**config.mk**
```make
export PLATFORM = sky130hd
export DESIGN_NAME = spi_rx_arbiter
export DESIGN_NICKNAME = d
export VERILOG_FILES = /design/src/rtl/spi_pkg.sv /design/src/rtl/spi_rr_arbiter.sv /design/src/rtl/spi_rx_arbiter.sv
export SDC_FILE = /design/constraint.sdc
export NUM_CORES = 1
export LEC_CHECK = 0
export ABC_CLOCK_PERIOD_IN_PS = 2400
export BUFFER_PORTS_ARGS = -buffer_cell sky130_fd_sc_hd__buf_2
export CAP_MARGIN = 25
export CORE_UTILIZATION = 40
export CTS_CLUSTER_DIAMETER = 120
export DETAILED_ROUTE_END_ITERATION = 8
export HOLD_SLACK_MARGIN = 0.03
export PLACE_DENSITY = 0.68
export RECOVER_POWER = 25
export SETUP_SLACK_MARGIN = 0.15
export SYNTH_ARGS = -nofsm -noshare
export SYNTH_HDL_FRONTEND = slang
export SYNTH_SLANG_ARGS = --single-unit
```
**constraint.sdc**
```tcl
create_clock -name clk -period 2.4 [get_ports clk]
set_clock_uncertainty 0.05 [all_clocks]
set_input_delay 0.24 -clock clk [delete_from_list [all_inputs] [get_ports clk]]
set_output_delay 0.24 -clock clk [all_outputs]
set_load 0.02 [all_outputs]
```
**src/rtl/spi_pkg.sv**
```systemverilog
// Shared types for the SPI RX burst arbiter: FSM state encoding and requester count.
// Latency: n/a (declarations only).
// Backpressure: n/a.
package spi_pkg;

  localparam int NUM_REQ = 2;

  typedef enum logic [1:0] {
    IDLE  = 2'd0,
    BURST = 2'd1,
    DRAIN = 2'd2,
    FIN   = 2'd3
  } state_e;

endpackage

```
**src/rtl/spi_rr_arbiter.sv**
```systemverilog
// Two-way round-robin pick: on contention the requester that did not win last time wins.
// Latency: purely combinational; the last-winner register lives in the parent.
// Backpressure: none; win is all-zero when en is low or nobody requests.
module spi_rr_arbiter
  import spi_pkg::*;
(
  input  logic [NUM_REQ-1:0] req,
  input  logic               last,
  input  logic               en,
  output logic [NUM_REQ-1:0] win
);

  // One-hot winner; ties broken against the previous winner.
  always_comb begin
    win = '0;
    if (en) begin
      case (req)
        2'b01:   win = 2'b01;
        2'b10:   win = 2'b10;
        2'b11:   win = last ? 2'b01 : 2'b10;
        default: win = '0;
      endcase
    end
  end

endmodule

```
**src/rtl/spi_rx_arbiter.sv**
```systemverilog
// Grants bursts of reads from a shared RX FIFO to one of two requesters, round-robin.
// Latency: grant one cycle after request in IDLE; dvalid one cycle after each rd.
// Backpressure: rd stalls while the lagging usedw shows no unread word; gnt is held meanwhile.
module spi_rx_arbiter
  import spi_pkg::*;
#(
  parameter int DATA       = 8,
  parameter int FIFO_DEPTH = 16,
  parameter int BURST_MAX  = 16
) (
  input  logic                             clk,
  input  logic                             rst,
  input  logic [DATA-1:0]                  rdata,
  output logic                             rd,
  input  logic [$clog2(FIFO_DEPTH)-1:0]    usedw,
  input  logic [NUM_REQ-1:0]               req,
  input  logic [$clog2(BURST_MAX+1)-1:0]   len0,
  input  logic [$clog2(BURST_MAX+1)-1:0]   len1,
  output logic [NUM_REQ-1:0]               gnt,
  output logic [DATA-1:0]                  dout,
  output logic                             dvalid,
  output logic                             done,
  output logic                             busy
);

  localparam int UW = $clog2(FIFO_DEPTH);
  localparam int LW = $clog2(BURST_MAX+1);

  state_e             state_q, state_d;
  logic [LW-1:0]      remaining_q, remaining_d;
  logic [NUM_REQ-1:0] gnt_q, gnt_d;
  logic               last_q, last_d;
  logic               rd_q;
  logic [NUM_REQ-1:0] win;

  spi_rr_arbiter u_rr (
    .req  (req),
    .last (last_q),
    .en   (state_q == IDLE),
    .win  (win)
  );

  // Next-state, grant capture and read-strobe generation.
  always_comb begin
    state_d     = state_q;
    remaining_d = remaining_q;
    gnt_d       = gnt_q;
    last_d      = last_q;
    rd          = 1'b0;
    done        = 1'b0;
    case (state_q)
      IDLE: begin
        if (|req) begin
          gnt_d       = win;
          last_d      = win[1];
          remaining_d = win[1] ? len1 : len0;
          state_d     = BURST;
        end
      end
      BURST: begin
        // usedw lags rd by a cycle, so a read issued last cycle is discounted here.
        rd = (remaining_q != '0) && (usedw > UW'(rd_q));
        if (remaining_q == '0) begin
          state_d = FIN;
        end else if (rd) begin
          remaining_d = remaining_q - LW'(1);
          if (remaining_q == LW'(1)) state_d = DRAIN;
        end
      end
      DRAIN: begin
        // Lets the dvalid of the last read leave before done.
        state_d = FIN;
      end
      FIN: begin
        done    = 1'b1;
        gnt_d   = '0;
        state_d = IDLE;
      end
      default: state_d = IDLE;
    endcase
  end

  // State registers; requester 0 wins the first contention after reset.
  always_ff @(posedge clk or negedge rst) begin
    if (!rst) begin
      state_q     <= IDLE;
      remaining_q <= '0;
      gnt_q       <= '0;
      last_q      <= 1'b1;
      rd_q        <= 1'b0;
    end else begin
      state_q     <= state_d;
      remaining_q <= remaining_d;
      gnt_q       <= gnt_d;
      last_q      <= last_d;
      rd_q        <= rd;
    end
  end

  assign gnt    = gnt_q;
  assign dvalid = rd_q;
  assign dout   = rdata;
  assign busy   = (state_q != IDLE);

endmodule

```
==> out/metrics.yaml, run 1 <==
filler_cell_count_in_the_final_layout: 194
yosys_most_used_dff: "sky130_fd_sc_hd__dfrtp_1"
die-height_um: 48.83
synth_async_sr_flop_share_pct: 100.0
outcome: "finished clean"
die_x_um: 48.83
report.power.total_uw: 1266
grt_setup_unrepaired: "no"
hold_ws_ps: 280.4
tritoncts.num_buffers: 3
routed_wire_length_per_instance_um: 13.68
multi_input_area_um2: 493.0
critical_path_arrival_ps: 1790
drt_pre_antenna_iters: 4
crit_fanout: 10
cp_slowest_cell: "sky130_fd_sc_hd__dfrtp_1"
path_depth: 6
post-route-drc-count: 0
cp_top_family: "buffers and inverters"
worst_r2r_startpoint: "state_q[0]"
achievable-frequency_mhz: 480.5
postSynthCellCount: 103
detailedRoute.firstIterationViolations: 32
layout_min_cycle_time_ps: 2081
avgViaCountPerCell: 5.608
r2r_cells: 6
top_level_ports: 40
number_of_antenna_violations_at_the_first_check_in_global_routing: 0
via_count: 830
number_of_clock_sinks_seen_by_cts: 11
timing.final.setup_violations: 0
sequential_share_of_the_synthesized_area_pct: 31.53
register_area_um2: 276.5
worst_r2r_endpoint: "remaining_q[2]"
cts_h_tree_lvls: 1
initial_core_util_pct: 43.81
cp_cell_sequence: "inv_1 -> ha_2 -> inv_1 -> buf_4 -> nor3b_1 -> buf_2"
final_min_period_over_clock_period_pct: 86.72
worst-path-buf-inv: 4
clk-insertion-delay-late_ps: 260
setup.worst_path.class: "reg2out"
crit_start: "state_q[1]"
number_of_global_route_vias_before_repair: 734
die-area_um2: 2384
synth_area_leaders: "sky130_fd_sc_hd__dfrtp_1 (29%), sky130_fd_sc_hd__ha_1 (8.6%), sky130_fd_sc_hd__buf_4 (6.8%), sky130_fd_sc_hd__o21ai_0 (4.0%), sky130_fd_sc_hd__inv_1 (3.9%)"
syn_to_final_growth_pct: 14.27
worst_slew_margin_rel_pct: 60.02
place.port_buffers: 23
worst_ep_required_ps: 2110
reg2reg_setup_slack_ps: 370
path_common_cell: "sky130_fd_sc_hd__inv_1"
dp_hpwl_um: 1589
mostFrequentLayoutCells: "sky130_fd_sc_hd__buf_2 (22), sky130_fd_sc_hd__dfrtp_1 (10), sky130_fd_sc_hd__inv_1 (9)"
power.static_leakage_uw: 0.0004567
grt_first_pass_wirelength_um: 3394
synth_area_per_cell_um2: 8.515
finalSetupTns_ps: 0
ir_worst_vdd_mv: 0.7313
fin_nets: 154
synth_edf_count: 0
yosys_register_bits: 11
grt_start_max_net_pins: 12
yosys.area.top_type: "sky130_fd_sc_hd__dfrtp_1"
root_buffer_master: "sky130_fd_sc_hd__clkbuf_4"
postSynthNetCount: 135
core_area_um2: 2002
worst_setup_path_end_kind: "output port"
critPathCapture: "rd"
grt.total_usage_pct: 18.13
ys.warnings.count: 0
critPathMaxStageDelay_ps: 410
cts_max_path_buffers: 2
final_core_util_pct: 50.06
path_clk_slew_ps: 70
report.final.hold_viol_count: 0
worst-slew-pin-transition_ps: 599.7
rows: 16
finalWeightedCongestion: 0.8939
antennaDiodeCount: 0
report.final.slew_viol_count: 0
drt.antenna.violating_nets: 0
synth_top_area_share_pct: 28.53
gr-total-overflow: 0
crit_path_start_kind: "flip-flop"
routed_wl_um: 2024
share_of_layout_cells_above_drive_strength_1_pct: 28.10
cellPowerDensity_nw_per_um2: 1263
ys_types: 39
min-delay-path-class: "in2reg"
cts_tree: "done"
maxCapViolations: 0
syn-cell-area_um2: 877.1
layout.cells.most_common: "sky130_fd_sc_hd__buf_2"
## kinds of logic after synthesis
family,count (synthesis),share of synthesized area [%]
AND/OR/NAND/NOR,32,20.40
multiplexers,2,2.568
buffers and inverters,21,12.84
adder cells (fa/ha/maj),6,8.559
flip-flops,11,31.53
AO/OA/AOI/OAI,31,24.11
## metal layers
metal	part of all wire (%)	vias up	wire, um	global-route usage [%]
met5	0	-	0	0
met2	43	37	870	26.62
met4	0.44	0	9	3.431
met1	49	383	988	27.34
li1	-	408	-	-
met3	7.7	2	156	3.738
## final cells by class
type | count | share of cell area [%]
multi-input combinational | 71 | 49.19
tap | 27 | 3.371
sequential | 11 | 27.59
clock buffer | 4 | 2.622
timing repair buffer | 26 | 13.86
inverter | 9 | 3.371
## cells in the mapped netlist (2+ instances only)
cell type and n:
sky130_fd_sc_hd__o21ai_0 7, sky130_fd_sc_hd__o211ai_1 4, sky130_fd_sc_hd__nor2_1 8, sky130_fd_sc_hd__buf_2 3, sky130_fd_sc_hd__dfrtp_1 10, sky130_fd_sc_hd__a22oi_1 2, sky130_fd_sc_hd__buf_4 8, sky130_fd_sc_hd__a31oi_1 3
sky130_fd_sc_hd__inv_1 9, sky130_fd_sc_hd__nand2_1 6, sky130_fd_sc_hd__or3_1 2, sky130_fd_sc_hd__nor3_1 3, sky130_fd_sc_hd__and2_1 2, sky130_fd_sc_hd__nand4_1 2, sky130_fd_sc_hd__o31ai_1 2, sky130_fd_sc_hd__ha_1 6
sky130_fd_sc_hd__a21oi_1 4
## metrics by stage
step / setup WS (ps) / instance area, um^2 / cells
after floorplan: 486.8 / 877.1 / 103
after global placement: 441.3 / 962.2 / 143
after detailed placement: 384.3 / 962.2 / 143
after CTS: 214.9 / 998.5 / 148
after global routing: 164.4 / 1002 / 148
final: 318.7 / 1002 / 148
## state kept, by name, indices dropped and copies added (netlist names)
| register | count |
|---|---|
| state_q | 2 |
| last_q | 1 |
| gnt | 2 |
| remaining_q | 5 |
| dvalid | 1 |
## report_power, final
| group | internal (uW) | switching, uW | total, uW |
|---|---|---|---|
| Clock | 64.2 | 63.1 | 127 |
| Combinational | 335 | 435 | 770 |
| Sequential | 283 | 85.6 | 368 |
## what timing repair did
item / 4_1_cts / 5_1_grt
buffers inserted: 0 / 0
setup endpoints to repair: 0 / 1
gates resized for setup: 0 / 2
hold buffers: 1 / 0
endpoints found under the hold margin: 10 / 0
## tightest hold or removal path, cell delays in order
cell and delay (ps):
sky130_fd_sc_hd__buf_2 80, sky130_fd_sc_hd__o31ai_1 80, sky130_fd_sc_hd__o22ai_1 150
## how the worst min path moves through the flow
stage | cells after the start | start | endpoint | slack [ps]
after floorplan | 0 | rst | dvalid | -110
after global placement | 1 | rst | dvalid | 80
after detailed placement | 1 | rst | dvalid | 80
after CTS | 3 | len1[4] | remaining_q[4] | 270
after global routing | 3 | len1[4] | remaining_q[4] | 290
final | 3 | len1[4] | remaining_q[4] | 280
Power figures use the tool's default switching activity.
==> run 2: changes to the inputs <==
--- a/config.mk
+++ b/config.mk
@@ -8,13 +8,14 @@
 export ABC_CLOCK_PERIOD_IN_PS = 2400
 export BUFFER_PORTS_ARGS = -buffer_cell sky130_fd_sc_hd__buf_2
 export CAP_MARGIN = 25
-export CORE_UTILIZATION = 40
+export CORE_UTILIZATION = 45
 export CTS_CLUSTER_DIAMETER = 120
 export DETAILED_ROUTE_END_ITERATION = 8
 export HOLD_SLACK_MARGIN = 0.03
-export PLACE_DENSITY = 0.68
+export PLACE_DENSITY = 0.75
 export RECOVER_POWER = 25
 export SETUP_SLACK_MARGIN = 0.15
+export SKIP_CTS_REPAIR_TIMING = 1
 export SYNTH_ARGS = -nofsm -noshare
 export SYNTH_HDL_FRONTEND = slang
 export SYNTH_SLANG_ARGS = --single-unit
==> run 2 against run 1 <==
Effect of this change:
- final area decreased by 0.25%
- sequential power about the same
- sequential share of layout area increased by 0.069 points
- register-to-register slack got worse by 20 ps
- critical path depth unchanged
- count of clock-buffer cells in the layout unchanged
- global-route usage increased by 3.5 points
- final cell count decreased by 1.4%
==> out/metrics.yaml, run 2 (same netlist as run 1, synthesis figures left out) <==
final_min_period_over_clock_period_pct: 85.79  # -0.93 points
path_common_cell: "sky130_fd_sc_hd__inv_1"
gr-total-overflow: 0  # unchanged
stdcell_count: 146  # -1.4%
crit_path_start_kind: "flip-flop"
avgViaCountPerCell: 5.685  # +1.4%
worst_setup_path_end_kind: "output port"
outcome: "finished clean"
antennaDiodeCount: 0  # unchanged
core_area_um2: 1783  # -11%
initial_core_util_pct: 49.19  # +5.4 points
layout_min_cycle_time_ps: 2059  # -22.39 ps
dp_hpwl_um: 1602  # +0.79%
worst_r2r_startpoint: "state_q[0]"
cellPowerDensity_nw_per_um2: 1268  # +0.44%
reg2reg_setup_slack_ps: 350  # -20 ps
achievable-frequency_mhz: 485.7  # +1.1%
min-delay-path-class: "in2reg"
cp_slowest_cell: "sky130_fd_sc_hd__dfrtp_1"
critical_path_arrival_ps: 1770  # -20 ps
worst_r2r_endpoint: "remaining_q[2]"
finalSetupTns_ps: 0  # unchanged
clk-insertion-delay-late_ps: 260  # about the same
cp_top_family: "buffers and inverters"
routed_wl_um: 2035  # +0.54%
die-height_um: 46.15  # -5.5%
detailedRoute.firstIterationViolations: 30  # -6.3%
worst_hold_path.endpoint: "remaining_q[4]"
drt_pre_antenna_iters: 4  # unchanged
number_of_global_route_vias_before_repair: 754  # +2.7%
path_clk_slew_ps: 70  # about the same
root_buffer_master: "sky130_fd_sc_hd__clkbuf_4"
cts_max_path_buffers: 2  # unchanged
place.port_buffers: 23  # unchanged
number_of_antenna_violations_at_the_first_check_in_global_routing: 0  # unchanged
worst_hold_startpoint: "len1[4]"
cts_tree: "done"
ir_worst_vdd_mv: 0.7345  # +0.45%
worst-path-buf-inv: 4  # unchanged
critPathMaxStageDelay_ps: 390  # -20 ps
layout.cells.most_common: "sky130_fd_sc_hd__buf_2"
largest_reg_flops: 5  # unchanged
top_level_ports: 40  # unchanged
via_count: 830  # unchanged
die_x_um: 46.15  # -5.5%
worst_slew_margin_rel_pct: 59.48  # -0.54 points
rows: 15  # -1
placed_cells: 141  # -1.4%
tritoncts.num_buffers: 3  # unchanged
grt_first_pass_wirelength_um: 3256  # -4.1%
die-area_um2: 2130  # -11%
r2r_cells: 6  # unchanged
post-route-drc-count: 0  # unchanged
routed_wire_length_per_instance_um: 13.94  # +1.9%
setup.worst_path.class: "reg2out"
report.final.slew_viol_count: 0  # unchanged
timing.final.setup_violations: 0  # unchanged
number_of_clock_sinks_seen_by_cts: 11  # unchanged
drt.antenna.violating_nets: 0  # unchanged
cp_cell_sequence: "inv_1 -> ha_2 -> inv_1 -> buf_4 -> nor3b_1 -> buf_2"
grt.total_usage_pct: 21.68  # +3.5 points
power.static_leakage_uw: 0.0004567  # unchanged
worst_ep_required_ps: 2110  # about the same
final_cell_area_um2: 999.7  # -0.25%
grt_start_max_net_pins: 12  # unchanged
report.final.hold_viol_count: 0  # unchanged
largest_register_by_flop_count: "remaining_q"
finalWeightedCongestion: 0.8004  # -10%
syn_to_final_growth_pct: 13.98
share_of_layout_cells_above_drive_strength_1_pct: 28.10  # unchanged
crit_fanout: 10  # unchanged
detailed_place.area_um2: 959.7  # -0.26%
grt_setup_unrepaired: "no"
maxCapViolations: 0  # unchanged
final_core_util_pct: 56.07  # +6.0 points
fin_nets: 154  # unchanged
cts_h_tree_lvls: 1  # unchanged
holdPathStages: 3  # unchanged
mostFrequentLayoutCells: "sky130_fd_sc_hd__buf_2 (22), sky130_fd_sc_hd__dfrtp_1 (10), sky130_fd_sc_hd__inv_1 (9)"
worst-slew-pin-transition_ps: 607.8  # +8.136 ps
[run 2: through the flow]
| stage | hold WS (ps) | setup slack (ps) | power [uW] |
|---|---|---|---|
| floorplan | -105.6 | 486.8 | 937.2 |
| global placement | 76.59 | 446.2 | 1109 |
| detailed placement | 78.53 | 368.5 | 1129 |
| CTS | -212.7 | 248.8 | 1260 |
| global route | 334.2 | 217.4 | 1393 |
| finish | 292.1 | 341.1 | 1268 |
[run 2: metal layers]
layer	part of all wire, %	global-route usage [%]
met1	46	29.93
met2	47	33.24
met5	0	0
met4	0.25	7.647
met3	6.4	4.314
[run 2: worst max path at each step]
stage,from,depth (start not counted),slack [ps],endpoint
2_1_floorplan,dvalid,4,490,rd
3_3_place_gp,state_q[0],6,450,remaining_q[2]
3_5_place_dp,state_q[0],6,370,remaining_q[2]
4_1_cts,state_q[1],6,250,rd
5_1_grt,state_q[1],6,220,rd
6_report,state_q[1],6,340,rd
[run 2: cell type report]
cell class              count  area [um^2]
clock buffers               4        26.28
fillers                   180        783.3
inverters                   9        33.78
multi-input cells          71        493.0
flip-flops and latches     11        276.5
well taps                  25        31.28
repair buffers             26        138.9
[run 2: where the power goes]
part / switching, uW / internal, uW
clock: 62.2 / 64.2
sequential: 88.7 / 282
combinational: 435 / 336
[run 2: worst register-to-register path: cells and delay by family (launching register included)]
family	cells	cell delay, ps
adders and majority gates	1	220
DFF	1	400
buffers and inverters	1	70
and+or+nand+nor	2	460
AOI/OAI and AO/OA	2	720
==> run 3: changes to the inputs <==
--- a/config.mk
+++ b/config.mk
@@ -5,14 +5,13 @@
 export SDC_FILE = /design/constraint.sdc
 export NUM_CORES = 1
 export LEC_CHECK = 0
-export ABC_CLOCK_PERIOD_IN_PS = 2400
 export BUFFER_PORTS_ARGS = -buffer_cell sky130_fd_sc_hd__buf_2
 export CAP_MARGIN = 25
 export CORE_UTILIZATION = 45
 export CTS_CLUSTER_DIAMETER = 120
 export DETAILED_ROUTE_END_ITERATION = 8
 export HOLD_SLACK_MARGIN = 0.03
-export PLACE_DENSITY = 0.75
+export PLACE_DENSITY = 0.82
 export RECOVER_POWER = 25
 export SETUP_SLACK_MARGIN = 0.15
 export SKIP_CTS_REPAIR_TIMING = 1
==> run 3 against run 2 <==
Effect of this change:
- total power rose by 1.1%
- critical path depth is the same
- largest cell class unchanged
- routed wire length rose by 3.0%
- largest power group unchanged
- final area is the same
- worst setup slack worse by 24 ps
- first-iteration DRC count fell by 27%
- fmax decreased by 1.2%
- critical endpoint unchanged
- sequential power is essentially flat
==> out/metrics.yaml, run 3 (same netlist as run 1, synthesis figures left out) <==
cts_max_path_buffers: 2  # unchanged
power.static_leakage_uw: 0.0004567  # unchanged
layout.cells.most_common: "sky130_fd_sc_hd__buf_2"
via_count: 841  # +1.3%
report.final.slew_viol_count: 0  # unchanged
worst_r2r_startpoint: "state_q[0]"
cts_h_tree_lvls: 1  # unchanged
grt_first_pass_wirelength_um: 3305  # +1.5%
post-route-worst-setup-slack_ps: 317.1  # -23.99 ps
rows: 15  # unchanged
dp_hpwl_um: 1640  # +2.4%
seqPwrFrac_pct: 29.0  # -0.3 points
detailedRoute.firstIterationViolations: 22  # -27%
path_clk_slew_ps: 70  # about the same
initial_core_util_pct: 49.19  # unchanged
stdcell_count: 146  # unchanged
root_buffer_master: "sky130_fd_sc_hd__clkbuf_4"
largest_reg_flops: 5  # unchanged
report.final.hold_viol_count: 0  # unchanged
drt_pre_antenna_iters: 4  # unchanged
achievable-frequency_mhz: 480.1  # -1.2%
crit_fanout: 10  # unchanged
filler_cell_count_in_the_final_layout: 177  # -1.7%
top_level_ports: 40  # unchanged
multi_input_area_um2: 493.0  # unchanged
preCtsSetupSlack_ps: 376.2  # +7.711 ps
grt_setup_unrepaired: "no"
avgViaCountPerCell: 5.760  # +1.3%
gr-total-overflow: 0  # unchanged
cts_tree: "done"
clk-insertion-delay-late_ps: 270  # about the same
number_of_clock_sinks_seen_by_cts: 11  # unchanged
grt.total_usage_pct: 21.60  # -0.081 points
fin_nets: 154  # unchanged
antennaDiodeCount: 0  # unchanged
min-delay-path-class: "in2reg"
cellPowerDensity_nw_per_um2: 1282  # +1.1%
number_of_antenna_violations_at_the_first_check_in_global_routing: 0  # unchanged
share_of_layout_cells_above_drive_strength_1_pct: 28.10  # unchanged
reg2reg_setup_slack_ps: 370  # +20 ps
layout_min_cycle_time_ps: 2083  # +23.99 ps
place.port_buffers: 23  # unchanged
worst_slew_margin_rel_pct: 58.05  # -1.4 points
critical_path_arrival_ps: 1790  # +20 ps
worst_r2r_endpoint: "remaining_q[2]"
outcome: "finished clean"
tritoncts.num_buffers: 3  # unchanged
largest_register_by_flop_count: "remaining_q"
netSwitchingFraction_pct: 46.60  # +0.41 points
worst_setup_path_end_kind: "output port"
core_area_um2: 1783  # unchanged
syn_to_final_growth_pct: 13.98  # unchanged
mostFrequentLayoutCells: "sky130_fd_sc_hd__buf_2 (22), sky130_fd_sc_hd__dfrtp_1 (10), sky130_fd_sc_hd__inv_1 (9)"
die-area_um2: 2130  # unchanged
grt_start_max_net_pins: 12  # unchanged
drt.antenna.violating_nets: 0  # unchanged
worst_ep_required_ps: 2110  # about the same
ir_worst_vdd_mv: 0.7655  # +4.2%
critPathCapture: "rd"
number_of_global_route_vias_before_repair: 759  # +0.66%
timing.final.setup_violations: 0  # unchanged
clockPowerShare_pct: 9.9  # about the same
register_area_um2: 276.5  # unchanged
comb_power_share_pct: 61.1  # +0.3 points
post-route-drc-count: 0  # unchanged
finalWeightedCongestion: 0.8118  # +1.4%
routed_wire_length_per_instance_um: 14.36  # +3.0%
crit_path_start_kind: "flip-flop"
r2r_cells: 6  # unchanged
setup.worst_path.class: "reg2out"
crit_start: "state_q[1]"
maxCapViolations: 0  # unchanged
die-height_um: 46.15  # unchanged
routed_wl_um: 2096  # +3.0%
finalSetupTns_ps: 0  # unchanged
final_min_period_over_clock_period_pct: 86.79  # +1.0 points
worst-slew-pin-transition_ps: 629.3  # +21.47 ps
placed_cells: 141  # unchanged
die_x_um: 46.15  # unchanged
power.internal_uw: 684.5  # +0.31%
p_sw_uw: 597.3  # +2.0%
[run 3: cell counts in the layout (fill, tap and decap cells not counted)]
Identical to the previous run, type by type.
[run 3: metal layers]
| metal | global-route usage [%] | share of wire, % |
|---|---|---|
| met5 | 0 | 0 |
| met4 | 0 | 0 |
| met3 | 7.451 | 7.4 |
| met2 | 37.75 | 50 |
| met1 | 27.08 | 42 |
[run 3: critical path, stage by stage, from the launching register on]
cell                      delay (ps)
sky130_fd_sc_hd__dfrtp_1         390
sky130_fd_sc_hd__inv_1           110
sky130_fd_sc_hd__ha_2            290
sky130_fd_sc_hd__inv_1            80
sky130_fd_sc_hd__buf_4           160
sky130_fd_sc_hd__nor3b_1         270
sky130_fd_sc_hd__buf_2           220
[run 3: through the flow]
stage                     utilization [%]  hold WS (ps)  power, uW  instance area, um^2
final                               56.07         278.5       1282                999.7
after global routing                56.07         276.8       1381                999.7
after CTS                           55.30        -219.5       1269                985.9
after detailed placement            53.82         77.94       1132                959.7
after global placement              53.82         73.61       1105                959.7
after floorplan                         -        -105.6      937.2                877.1
[run 3: cell type report]
type                    instances  area share (%)
repair buffers                 26           13.89
clock buffers                   4           2.628
well taps                      25           3.129
multi-input cells              71           49.31
inverters                       9           3.379
flip-flops and latches         11           27.66
[run 3: power by group through the flow]
| stage | logic [uW] | clock network (uW) | registers [uW] |
|---|---|---|---|
| 2_1_floorplan | 567 | 0 | 370 |
| 3_5_place_dp | 759 | 0 | 374 |
| 6_report | 783 | 127 | 372 |
| 3_3_place_gp | 738 | 0 | 367 |
| 4_1_cts | 766 | 133 | 370 |
| 5_1_grt | 854 | 142 | 386 |
[run 3: how the worst min path moves through the flow]
stage / start / to / cells past startpoint
after floorplan: rst / dvalid / 0
after global placement: rst / dvalid / 1
after detailed placement: rst / dvalid / 1
after CTS: rst / dvalid / 1
after global routing: len1[4] / remaining_q[4] / 3
final: len1[4] / remaining_q[4] / 3
